$ cat src/rtl/fabric_cfg_pkg.sv
`default_nettype none
// ============================================================================
//  Module   : fabric_cfg_pkg
//  Purpose  : Shared types and helpers for the CLB fabric configuration
//             sequencer: FSM state encoding, default widths and a
//             column-index to one-hot strobe decode.
//  Ports    : (package, no ports)
//  Revision : 1.0  initial release
// ============================================================================
package fabric_cfg_pkg;

  localparam int NUM_COLS_DEF = 3;
  localparam int WORD_W_DEF   = 32;
  localparam int LEN_W_DEF    = 16;
  localparam int COL_W_DEF    = 2;

  // Upper bound on the column count the one-hot helper can express.
  localparam int MAX_COLS = 32;

  typedef enum logic [2:0] {
    S_IDLE  = 3'd0,
    S_LOAD  = 3'd1,
    S_SHIFT = 3'd2,
    S_SET   = 3'd3,
    S_DONE  = 3'd4,
    S_ERR   = 3'd5
  } state_t;

  // One-hot decode of a column index. An index outside the fabric yields
  // all zeros, so an out-of-range column can never raise a strobe.
  function automatic logic [MAX_COLS-1:0] col_onehot(input int unsigned col,
                                                     input int unsigned num_cols);
    logic [MAX_COLS-1:0] oh;
    oh = '0;
    if (col < num_cols && col < MAX_COLS) begin
      oh = {{(MAX_COLS-1){1'b0}}, 1'b1} << col;
    end
    return oh;
  endfunction

endpackage
`default_nettype wire

$ cat src/rtl/cfg_piso.sv
`default_nettype none
// ============================================================================
//  Module   : cfg_piso
//  Purpose  : WORD_W-bit parallel-load / serial-out shift register with a
//             bit counter. Bit 0 of the loaded word is presented first.
//  Ports    : clk, rst        - clock, synchronous active-high reset
//             load, din       - capture din and restart the bit count
//             shift           - shift right one place, advance bit count
//             serial_out      - current LSB of the shift register
//             last            - bit count is at WORD_W-1 (final bit)
//  Revision : 1.0  initial release
// ============================================================================
module cfg_piso #(
  parameter int WORD_W = 32
) (
  input  logic              clk,
  input  logic              rst,
  input  logic              load,
  input  logic              shift,
  input  logic [WORD_W-1:0] din,
  output logic              serial_out,
  output logic              last
);

  localparam int CNT_W = (WORD_W > 1) ? $clog2(WORD_W) : 1;

  logic [WORD_W-1:0] sr;
  logic [CNT_W-1:0]  bit_cnt;

  // Load wins over shift; the counter wraps naturally after the last bit.
  always_ff @(posedge clk) begin
    if (rst) begin
      sr      <= '0;
      bit_cnt <= '0;
    end else if (load) begin
      sr      <= din;
      bit_cnt <= '0;
    end else if (shift) begin
      sr      <= sr >> 1;
      bit_cnt <= bit_cnt + CNT_W'(1);
    end
  end

  assign serial_out = sr[0];
  assign last       = (bit_cnt == CNT_W'(WORD_W - 1));

endmodule
`default_nettype wire

$ cat src/rtl/fabric_cfg_sequencer.sv
`default_nettype none
// ============================================================================
//  Module   : fabric_cfg_sequencer
//  Purpose  : Serialises configuration words into the per-column shift/set
//             chains of the CLB fabric. A column-load command selects the
//             column and word count; each word is shifted LSB-first, one
//             bit per cycle, and a single set pulse latches the column.
//  Ports    : clk, rst            - fabric clock, synchronous active-high reset
//             cmd_valid/ready     - command handshake
//             cmd_col, cmd_len    - target column, number of words
//             data_valid/ready    - config word handshake
//             data_word           - config word, bit 0 shifted first
//             cfg_bit             - serial config data shared by all columns
//             shift_out, set_out  - per-column shift / set strobes
//             cen                 - configuration enable
//             busy, done, err     - status (done/err are one-cycle pulses)
//  Revision : 1.0  initial release
// ============================================================================
module fabric_cfg_sequencer
  import fabric_cfg_pkg::*;
#(
  parameter int NUM_COLS = NUM_COLS_DEF,
  parameter int WORD_W   = WORD_W_DEF,
  parameter int LEN_W    = LEN_W_DEF,
  parameter int COL_W    = COL_W_DEF
) (
  input  logic                clk,
  input  logic                rst,
  input  logic                cmd_valid,
  output logic                cmd_ready,
  input  logic [COL_W-1:0]    cmd_col,
  input  logic [LEN_W-1:0]    cmd_len,
  input  logic                data_valid,
  output logic                data_ready,
  input  logic [WORD_W-1:0]   data_word,
  output logic                cfg_bit,
  output logic [NUM_COLS-1:0] shift_out,
  output logic [NUM_COLS-1:0] set_out,
  output logic                cen,
  output logic                busy,
  output logic                done,
  output logic                err
);

  state_t           state;
  state_t           state_nxt;
  logic [COL_W-1:0] col;
  logic [COL_W-1:0] col_nxt;
  logic [LEN_W-1:0] words_left;
  logic [LEN_W-1:0] words_nxt;
  logic             shifting;

  logic             piso_load;
  logic             piso_shift;
  logic             piso_bit;
  logic             piso_last;

  logic [MAX_COLS-1:0] col_oh_wide;
  logic [NUM_COLS-1:0] col_oh;

  cfg_piso #(
    .WORD_W (WORD_W)
  ) u_piso (
    .clk        (clk),
    .rst        (rst),
    .load       (piso_load),
    .shift      (piso_shift),
    .din        (data_word),
    .serial_out (piso_bit),
    .last       (piso_last)
  );

  // -------------------------------------------------------------------------
  // Next-state logic. Outputs are decoded from the next state and registered
  // alongside it, so every output is a Moore function of registered state.
  // -------------------------------------------------------------------------
  always_comb begin
    state_nxt  = state;
    col_nxt    = col;
    words_nxt  = words_left;
    piso_load  = 1'b0;
    piso_shift = 1'b0;
    case (state)
      S_IDLE: begin
        if (cmd_valid) begin
          col_nxt   = cmd_col;
          words_nxt = cmd_len;
          if (32'(cmd_col) >= NUM_COLS) begin
            state_nxt = S_ERR;
          end else if (cmd_len == '0) begin
            state_nxt = S_SET;
          end else begin
            state_nxt = S_LOAD;
          end
        end
      end
      S_LOAD: begin
        if (data_valid) begin
          piso_load = 1'b1;
          state_nxt = S_SHIFT;
        end
      end
      S_SHIFT: begin
        piso_shift = 1'b1;
        if (piso_last) begin
          words_nxt = words_left - LEN_W'(1);
          // words_left is checked before decrementing, so a full-scale
          // length counts down to zero without wrapping.
          state_nxt = (words_left == LEN_W'(1)) ? S_SET : S_LOAD;
        end
      end
      S_SET:   state_nxt = S_DONE;
      S_DONE:  state_nxt = S_IDLE;
      S_ERR:   state_nxt = S_IDLE;
      default: state_nxt = S_IDLE;
    endcase
  end

  // Decode of the column that will be active next cycle; an out-of-range
  // column decodes to all zeros.
  assign col_oh_wide = col_onehot(32'(col_nxt), NUM_COLS);
  assign col_oh      = col_oh_wide[NUM_COLS-1:0];

  always_ff @(posedge clk) begin
    if (rst) begin
      state      <= S_IDLE;
      col        <= '0;
      words_left <= '0;
      shifting   <= 1'b0;
      cmd_ready  <= 1'b1;
      data_ready <= 1'b0;
      cen        <= 1'b0;
      busy       <= 1'b0;
      done       <= 1'b0;
      err        <= 1'b0;
      shift_out  <= '0;
      set_out    <= '0;
    end else begin
      state      <= state_nxt;
      col        <= col_nxt;
      words_left <= words_nxt;
      shifting   <= (state_nxt == S_SHIFT);
      cmd_ready  <= (state_nxt == S_IDLE);
      data_ready <= (state_nxt == S_LOAD);
      cen        <= (state_nxt == S_LOAD) || (state_nxt == S_SHIFT) ||
                    (state_nxt == S_SET);
      busy       <= (state_nxt != S_IDLE);
      done       <= (state_nxt == S_DONE);
      err        <= (state_nxt == S_ERR);
      shift_out  <= (state_nxt == S_SHIFT) ? col_oh : '0;
      set_out    <= (state_nxt == S_SET)   ? col_oh : '0;
    end
  end

  // The shift register is loaded on the same edge that enters SHIFT, so its
  // LSB is already the first bit when the strobe rises.
  assign cfg_bit = shifting & piso_bit;

endmodule
`default_nettype wire

$ cat config.mk
export PLATFORM = sky130hd
export DESIGN_NAME = fabric_cfg_sequencer
export DESIGN_NICKNAME = d
export VERILOG_FILES = /design/src/rtl/fabric_cfg_pkg.sv /design/src/rtl/cfg_piso.sv /design/src/rtl/fabric_cfg_sequencer.sv
export SDC_FILE = /design/constraint.sdc
export NUM_CORES = 1
export LEC_CHECK = 0
export CORE_MARGIN = 2
export CORE_UTILIZATION = 49
export CTS_BUF_LIST = sky130_fd_sc_hd__clkbuf_2
export CTS_CLUSTER_DIAMETER = 50
export DETAILED_ROUTE_END_ITERATION = 10
export GPL_TIMING_DRIVEN = 0
export PLACE_DENSITY = 0.77
export RECOVER_POWER = 25
export SLEW_MARGIN = 0
export SYNTH_ARGS = -nofsm -noshare
export SYNTH_HDL_FRONTEND = slang
export SYNTH_SLANG_ARGS = --single-unit
$ cat constraint.sdc
create_clock -name clk -period 2.45 [get_ports clk]
set_input_delay 0.245 -clock clk [delete_from_list [all_inputs] [get_ports clk]]
set_output_delay 0.245 -clock clk [all_outputs]
set_load 0.005 [all_outputs]
==> metrics, run 1 <==
Inst Count DP 531; PortBufs 66; Post-Layout Inst Area 4090 µm²; WS Path Type reg2reg; Nets 523; Sink Count 71; Cells after Synth 388; layout cell share with drive strength beyond 1 0.0787; maxcap violations 0; CTS Buf Count 9; IO Pins 67; Lkg Pwr roughly 1.5 nW; deepest level of the CTS H-tree 3; vias in the first global route roughly 3000; max-slew violations 0; largest net degree at the start of global routing 12; CP Capture Type flip-flop; via count 3163; grt peak-use layer met2; Post-Syn Nets 446; antenna-violating nets left 0; synthesized area roughly 3200 µm²; top-area cell type share of the netlist area 0.442; Top FF cell, synth dfxtp_1; CP Launch Type flip-flop; Clock Path Buffers 2; Non-Filler Instances about 550; CP required 2.83 ns; CTS root buf clkbuf_2; drc violations 0; worst slew pin tran 0.580 ns; FP Rows 29; Die ar. 7230 µm²; gpl congestion 0.948; most used cell, CP ha_1; Worst R2R Start u_piso.bit_cnt[0]; Core ar. 6350 µm²; Worst path slowest cell dfxtp_1; register area share after synthesis 0.442; crit path time final 2.25 ns; worst path cell trace ha_1, and3_1, ha_1, mux2i_2, or3_1, clkbuf_1, clkbuf_2, a2bb2oi_1, nor2_1; Setup Skew around 0.018 ns; CP Launch Point u_piso.bit_cnt[0]; final core utilization 0.643; Die W 85.0 µm; critical path peak fanout 10; Max Clk Rate roughly 440 MHz; gr usage total 0.231; Post-synth EDFFs 0; status complete, no violations; Die Y 85.0 µm; number of setup buffers added after CTS 0; crit path DAT 2.63 ns; Netlist cell types 46; Power Density 590 nW/µm²; clk slew on worst S/H paths 0.18 ns; max_slew headroom 0.613; Hold Path Origin data_word[28]; RSZ-0062 raised after global routing false; final hold vios 0; Initial Util 0.507; initial antenna violation count 0; Tcrit/Tclk final 0.918; Area after DPL 3970 µm²; Fin Hold WS 0.367 ns; setup_tns 0 ns; # diodes 0; Worst-Skew Late Latency 0.49 ns; first-pass GRT wire length between 10 and 15 mm; DP HPWL 5.87 mm; Synth-to-Final Area Change 27.0%; GRT met2 Usage 0.365; GRT met1 Usage 0.302; met3 GRT Util 0.0584; post-synth top area cell dfxtp_1; count leader, synth dfxtp_1; top post-synthesis cells by count dfxtp_1, nand2_1, a21oi_1; final wirelength 8.07 mm; initial detailed-routing violation count 246; routed length per instance about 15 µm; mean post-synth cell area 8.29 µm²; Via density 5.78; Final setup viols 0; CTS tree built; type of the worst min-delay path in2reg; Yosys reg bits just over 70; critical path's largest stage delay between 0.3 and 0.4 ns; main area contributors after synthesis dfxtp_1, a22oi_1, a21oi_1; Max IR drop VDD around 0.00033 V; asr flop ratio synth 0; DR pass1 iterations 5; Congestion Overflow GR 0; Yosys warning total 0
## layout by cell type (no fill, tap or decap), types with 3 or more instances in the layout
cell / n
o21ai_0: 12
nand2b_1: 7
clkbuf_1: 17
a22oi_1: 33
mux2i_1: 6
dfxtp_1: 71
nand3_1: 10
clkinv_2: 3
ha_1: 4
nor4_1: 4
nand2_1: 53
buf_2: 8
clkdlybuf4s50_1: 53
dlygate4sd3_1: 13
a21oi_1: 49
o22ai_1: 4
nor3_1: 16
nor2_1: 32
a211oi_1: 4
nand4_1: 5
inv_1: 4
and3_1: 6
clkbuf_2: 12
## routing by layer
| layer | up-vias | share of wire |
|---|---|---|
| li1 | 1556 | - |
| met1 | 1476 | 0.44 |
| met2 | 123 | 0.47 |
| met3 | 8 | 0.076 |
| met4 | 0 | 0.0087 |
| met5 | - | 0 |
## timing repair
action / in CTS / in global routing
setup endpoints to repair: 0 / 14
hold buffers: 0 / 0
gates resized for setup: 0 / 4
## cells by family after synthesis
family | Yosys count | synth area share
fa+ha+maj | 4 | 0.0156
simple gates | 155 | 0.246
mux | 7 | 0.0218
xor+xnor | 3 | 0.00817
buf+inv | 34 | 0.0482
compound gates | 114 | 0.219
flops | 71 | 0.442
## flip-flops by register name, indices dropped and copies added (netlist names)
name	cells
busy	1
err	1
state	3
cen	1
shifting	1
u_piso.sr	32
data_ready	1
words_left	16
done	1
shift_out	3
set_out	3
cmd_ready	1
u_piso.bit_cnt	5
col	2
## worst max-delay path, delay by kind of cell (launching register included)
family | cells | cell delay (ns)
AO/OA/AOI/OAI | 1 | 0.20
adder cells (fa/ha/maj) | 2 | 0.41
flip-flops | 1 | 0.37
buffers and inverters | 2 | 0.55
AND/OR/NAND/NOR | 3 | 0.38
multiplexers | 1 | 0.22
## layout make-up
class / count / area, µm²
well taps: 77 / 96.3
plain buffers: 30 / 139
multi-input cells: 283 / 1650
repair buffers: 66 / 661
inverters: 4 / 15.0
fillers: 571 / 2260
clock buffers: 11 / 55.1
flip-flops and latches: 71 / 1420
clock inverters: 5 / 48.8
## where the power goes
part,internal (mW),switching (mW)
registers,1.22,0.0452
logic,0.232,0.274
clock network,0.237,0.400
total,1.69,0.720
## final timing paths
path | cells after the start | slack (ns) | end
max reg2reg | 9 | 0.20 | words_left[6]
max | 9 | 0.20 | words_left[6]
min | 3 | 0.37 | u_piso.sr[28]
min reg2reg | 2 | 0.46 | u_piso.sr[15]
## metrics by stage
stage | power, mW | setup WS [ns]
finish | 2.41 | 0.201
global route | 2.55 | 0.0247
CTS | 2.42 | 0.0857
detailed placement | 1.79 | 0.130
global placement | 1.78 | 0.147
floorplan | 1.59 | 0.481
(Power assumes the default switching activity.)
==> inputs of run 2 (changes only) <==
Settings changed: ABC_CLOCK_PERIOD_IN_PS from default to 2450, CORE_UTILIZATION 49 to 53, PLACE_DENSITY 0.77 to 0.82.
==> metrics, run 2 (synthesis results as in run 1) <==
status complete, no violations (unchanged); CTS tree built (unchanged); largest net degree at the start of global routing 12 (unchanged); initial antenna violation count 0 (unchanged); max reg flops 32 (unchanged); Sink Count 71 (unchanged); crit path DAT 2.72 ns (was 2.63 ns); max_slew headroom 0.623 (was 0.613); first-pass GRT wire length 13.2 mm (was 13.6 mm); Worst-Skew Late Latency 0.50 ns (was 0.49 ns); P_sw 713 µW (was 720 µW); Congestion Overflow GR 0 (unchanged); most frequent cells in the layout dfxtp_1, nand2_1, clkdlybuf4s50_1 (unchanged); Setup Skew 0.0195 ns (was 0.0185 ns); layout cell share with drive strength beyond 1 0.0726 (was 0.0787); initial detailed-routing violation count 199 (was 246); gr usage total 0.255 (was 0.231); DR pass1 iterations 5 (unchanged); # diodes 0 (unchanged); DP HPWL 5.92 mm (was 5.87 mm); clock power share 0.256 (was 0.265); internal cell power 1.67 mW (was 1.69 mW); largest reg by FF count u_piso.sr (unchanged); Clock Path Buffers 2 (unchanged); IO Pins 67 (unchanged); DP Worst Slack 0.0721 ns (was 0.130 ns); Die W 81.9 µm (was 85.0 µm); Initial Util 0.547 (was 0.507); critical path peak fanout 10 (unchanged); maxcap violations 0 (unchanged); worst setup margin 0.121 ns (was 0.201 ns); Nets 523 (unchanged); worst slew pin tran 0.566 ns (was 0.580 ns); Die Y 81.9 µm (was 85.0 µm); Via density 5.90 (was 5.78); CTS Buf Count 9 (unchanged); area of the multi-input gates 1650 µm² (about the same); final core utilization 0.692 (was 0.643); WS Path Type reg2reg (unchanged); deepest level of the CTS H-tree 3 (unchanged); final wirelength 8.21 mm (was 8.07 mm); RSZ-0062 raised after global routing false (unchanged); Max IR drop VDD 0.000427 V (was 0.000332 V); CTS root buf clkbuf_2 (unchanged); clk slew on worst S/H paths 0.18 ns (about the same); Top Registers u_piso.sr (32), words_left (16), u_piso.bit_cnt (5) (unchanged); crit path time final 2.33 ns (was 2.25 ns); # fillers 527 (was 571); Fin Hold WS 0.343 ns (was 0.367 ns); CP Capture Type flip-flop (unchanged); Worst Hold Depth 3 (unchanged); via count 3206 (was 3163); Die ar. 6710 µm² (was 7230 µm²); gpl congestion 0.937 (was 0.948); most common cell after layout, fill and taps aside dfxtp_1 (unchanged); max-slew violations 0 (unchanged); drc violations 0 (unchanged); FP Rows 28 (was 29); Reg2Reg Depth 10 (was 9); Lkg Pwr 1.51 nW (was 1.52 nW); number of setup buffers added after CTS 0 (unchanged); Comb pwr share 0.213 (was 0.210); type of the worst min-delay path in2reg (unchanged); final hold vios 0 (unchanged); vias in the first global route 2943 (was 2989); Core ar. 5890 µm² (was 6350 µm²); Tcrit/Tclk final 0.950 (was 0.918); Flop pwr share 0.531 (was 0.525); Synth-to-Final Area Change 26.6% (was 27.0%); antenna-violating nets left 0 (unchanged); FF/Latch Area 1420 µm² (unchanged); Max Clk Rate 429 MHz (was 445 MHz); switch share 0.299 (about the same); CP required 2.84 ns (was 2.83 ns); Power Density 585 nW/µm² (was 590 nW/µm²); PortBufs 66 (unchanged); Final setup viols 0 (unchanged); routed length per instance 15.1 µm (was 14.7 µm); CP Launch Type flip-flop (unchanged); setup_tns 0 ns (unchanged)
## run 2: per-layer routing
layer / track usage / wire [µm] / vias to the layer above / share of wire
li1: - / - / 1561 / -
met1: 0.298 / 3330 / 1462 / 0.40
met2: 0.454 / 4030 / 173 / 0.49
met3: 0.0846 / 796 / 10 / 0.097
met4: 0.0533 / 59 / 0 / 0.0072
met5: 0 / 0 / - / 0
## run 2: final cells by class
cell class	instances	share of cell area
Inverter	4	0.00369
Tap cell	75	0.0230
Buffer	30	0.0344
Sequential cell	71	0.349
Timing Repair Buffer	66	0.162
Clock buffer	9	0.0111
Multi-Input combinational cell	283	0.404
Clock inverter	5	0.0126
## run 2: path summary, 6_finish.rpt
check	from	end	slack, ns
worst max-delay path	u_piso.bit_cnt[0]	words_left[7]	0.12
worst min-delay path	data_word[28]	u_piso.sr[28]	0.34
worst max register to register	u_piso.bit_cnt[0]	words_left[7]	0.12
worst min register to register	u_piso.sr[20]	u_piso.sr[20]	0.47
## run 2: repair_timing
action	4_1_cts	5_1_grt
hold endpoints to repair	0	0
hold buffers	0	0
resized for setup	0	3
endpoints found under the setup margin	0	13
## run 2: worst max-delay path, cell delays in order (launching register included)
cell and delay [ns]:
dfxtp_1 0.37, ha_1 0.22, and3_1 0.18, ha_1 0.19, mux2i_1 0.28, or3_1 0.16
clkbuf_1 0.25, clkbuf_2 0.30, a21oi_1 0.07, a21oi_1 0.15, nor2_1 0.06
## run 2: metrics by stage
| stage | instance area (µm²) | power [mW] | instances |
|---|---|---|---|
| 2_1_floorplan | 3220 | 1.59 | 388 |
| 3_3_place_gp | 3970 | 1.78 | 529 |
| 4_1_cts | 4070 | 2.39 | 543 |
| 5_1_grt | 4070 | 2.49 | 543 |
| 6_report | 4070 | 2.38 | 543 |
| 3_5_place_dp | 3970 | 1.79 | 529 |
## run 2: power groups by stage
stage	logic (mW)	registers, mW	clock network, mW
after CTS	0.504	1.27	0.625
after global placement	0.490	1.29	0
after floorplan	0.304	1.28	0
final	0.508	1.27	0.610
after detailed placement	0.501	1.29	0
after global routing	0.557	1.27	0.661
==> inputs of run 3 (changes only) <==
Settings changed: CORE_MARGIN 2 to default, MAX_ROUTING_LAYER from default to met4, TNS_END_PERCENT from default to 50.
==> metrics, run 3 (synthesis results as in run 1) <==
overall power 2.53 mW (was 2.38 mW); Power Density 615 nW/µm² (was 585 nW/µm²); most frequent cells in the layout dfxtp_1, clkdlybuf4s50_1, nand2_1 (was dfxtp_1, nand2_1, clkdlybuf4s50_1); final hold vios 0 (unchanged); max reg flops 32 (unchanged); CTS root buf clkbuf_2 (unchanged); largest net degree at the start of global routing 13 (was 12); Inst Count DP 529 (unchanged); Top Layer Used met4 (unchanged); most common cell after layout, fill and taps aside dfxtp_1 (unchanged); gr usage total 0.275 (was 0.255); initial antenna violation count 0 (unchanged); layout cell share with drive strength beyond 1 0.0766 (was 0.0726); # diodes 0 (unchanged); RSZ-0062 raised after global routing false (unchanged); Setup Skew 0.0284 ns (was 0.0195 ns); Max Clk Rate 432 MHz (was 429 MHz); hold endpoint u_piso.sr[0] (was u_piso.sr[28]); vias in the first global route 2924 (was 2943); Initial Util 0.547 (unchanged); maxcap violations 0 (unchanged); Max IR drop VDD 0.000366 V (was 0.000427 V); crit path time final 2.31 ns (was 2.33 ns); Die W 79.9 µm (was 81.9 µm); Nets 523 (unchanged); worst setup margin 0.138 ns (was 0.121 ns); Clock Path Buffers 2 (unchanged); # fillers 483 (was 527); Reg2Reg Depth 9 (was 10); deepest level of the CTS H-tree 3 (unchanged); drc violations 0 (unchanged); CP required 2.88 ns (was 2.84 ns); FP Rows 28 (unchanged); worst reg-to-reg setup slack 0.14 ns (was 0.12 ns); Hold Buf Count CTS 0 (unchanged); CTS tree built (unchanged); Non-Filler Instances 545 (was 543); metal2 WL 3.70 mm (was 4.03 mm); initial detailed-routing violation count 226 (was 199); Die Y 79.9 µm (was 81.9 µm); DP Worst Slack 0.102 ns (was 0.0721 ns); Tcrit/Tclk final 0.944 (was 0.950); Post-CTS Resized 0 (unchanged); WS Path Type reg2reg (unchanged); Worst Hold Depth 3 (unchanged); via count 3187 (was 3206); CP Capture Type flip-flop (unchanged); type of the worst min-delay path in2reg (unchanged); met1 wire length 3.48 mm (was 3.33 mm); max_slew headroom 0.596 (was 0.623); Hold Path Origin data_word[0] (was data_word[28]); Routed met3 length 578 µm (was 796 µm); largest reg by FF count u_piso.sr (unchanged); antenna-violating nets left 0 (unchanged); Final setup viols 0 (unchanged); Lkg Pwr 1.52 nW (was 1.51 nW); PortBufs 66 (unchanged); routed length per instance 14.6 µm (was 15.1 µm); Via density 5.85 (was 5.90); CP Launch Type flip-flop (unchanged); CTS Buf Count 9 (unchanged); Worst-Skew Late Latency 0.52 ns (was 0.50 ns); status complete, no violations (unchanged); max-slew violations 0 (unchanged); Sink Count 71 (unchanged); setup_tns 0 ns (unchanged); number of setup buffers added after CTS 0 (unchanged); Die ar. 6380 µm² (was 6710 µm²); clk slew on worst S/H paths 0.19 ns (was 0.18 ns); gpl congestion 0.911 (was 0.937); Congestion Overflow GR 0 (unchanged); IO Pins 67 (unchanged); Core ar. 5890 µm² (unchanged); DR pass1 iterations 5 (unchanged); worst reg2reg path endpoint words_left[13] (was words_left[7]); DP HPWL 5.80 mm (was 5.92 mm); first-pass GRT wire length 13.3 mm (was 13.2 mm); Top Registers u_piso.sr (32), words_left (16), u_piso.bit_cnt (5) (unchanged); worst slew pin tran 0.606 ns (was 0.566 ns); Worst R2R Start u_piso.bit_cnt[0] (unchanged); Synth-to-Final Area Change 27.7% (was 26.6%); final wirelength 7.96 mm (was 8.21 mm); crit path DAT 2.74 ns (was 2.72 ns); critical path peak fanout 10 (unchanged)
[run 3: cell types whose count changed in the layout (fill, tap and decap cells not counted), sizes merged]
cell	before	now
clkbuf	26	27
dlygate4sd3	13	12
clkdlybuf4s50	53	54
clkinvlp	0	1
clkinv	4	3
bufinv	1	2
[run 3: layer usage]
metal,up-vias,global-route usage
met2,146,0.432
met1,1460,0.340
li1,1554,-
met3,27,0.0583
met4,0,0.120
met5,-,-
[run 3: worst max-delay path by stage]
stage | from | endpoint | slack [ns] | cells after the start
4_1_cts | u_piso.bit_cnt[0] | words_left[13] | 0.05 | 9
6_report | u_piso.bit_cnt[0] | words_left[13] | 0.14 | 9
5_1_grt | u_piso.bit_cnt[0] | words_left[7] | 0.04 | 10
3_5_place_dp | u_piso.bit_cnt[0] | words_left[13] | 0.10 | 9
2_1_floorplan | u_piso.bit_cnt[0] | words_left[6] | 0.48 | 9
3_3_place_gp | cmd_len[12] | shift_out[2] | 0.11 | 7
[run 3: metrics by stage]
stage | utilization | area (µm²) | hold slack (ns)
final | 0.698 | 4110 | 0.310
after global routing | 0.698 | 4110 | 0.284
after CTS | 0.698 | 4110 | 0.303
after detailed placement | 0.675 | 3970 | 0.446
after global placement | 0.675 | 3970 | 0.441
after floorplan | - | 3220 | 0.374
[run 3: worst max-delay path: stages, from the launching register on]
cell	delay, ns
dfxtp_1	0.37
ha_1	0.21
and3_1	0.19
ha_1	0.19
mux2i_1	0.28
or3_1	0.16
clkbuf_1	0.24
clkbuf_2	0.31
a21oi_1	0.12
o22ai_1	0.17
[run 3: final cells by class]
class | count | area [µm²] | area share
plain buffers | 30 | 140 | 0.0341
multi-input cells | 283 | 1640 | 0.399
clock inverters | 6 | 85.1 | 0.0207
clock buffers | 10 | 50.0 | 0.0122
inverters | 4 | 15.0 | 0.00366
repair buffers | 66 | 661 | 0.161
well taps | 75 | 93.8 | 0.0229
flip-flops and latches | 71 | 1420 | 0.346
[run 3: power breakdown]
group / switching (mW) / internal [mW]
combinational: 0.272 / 0.231
sequential: 0.0457 / 1.22
clock: 0.418 / 0.338
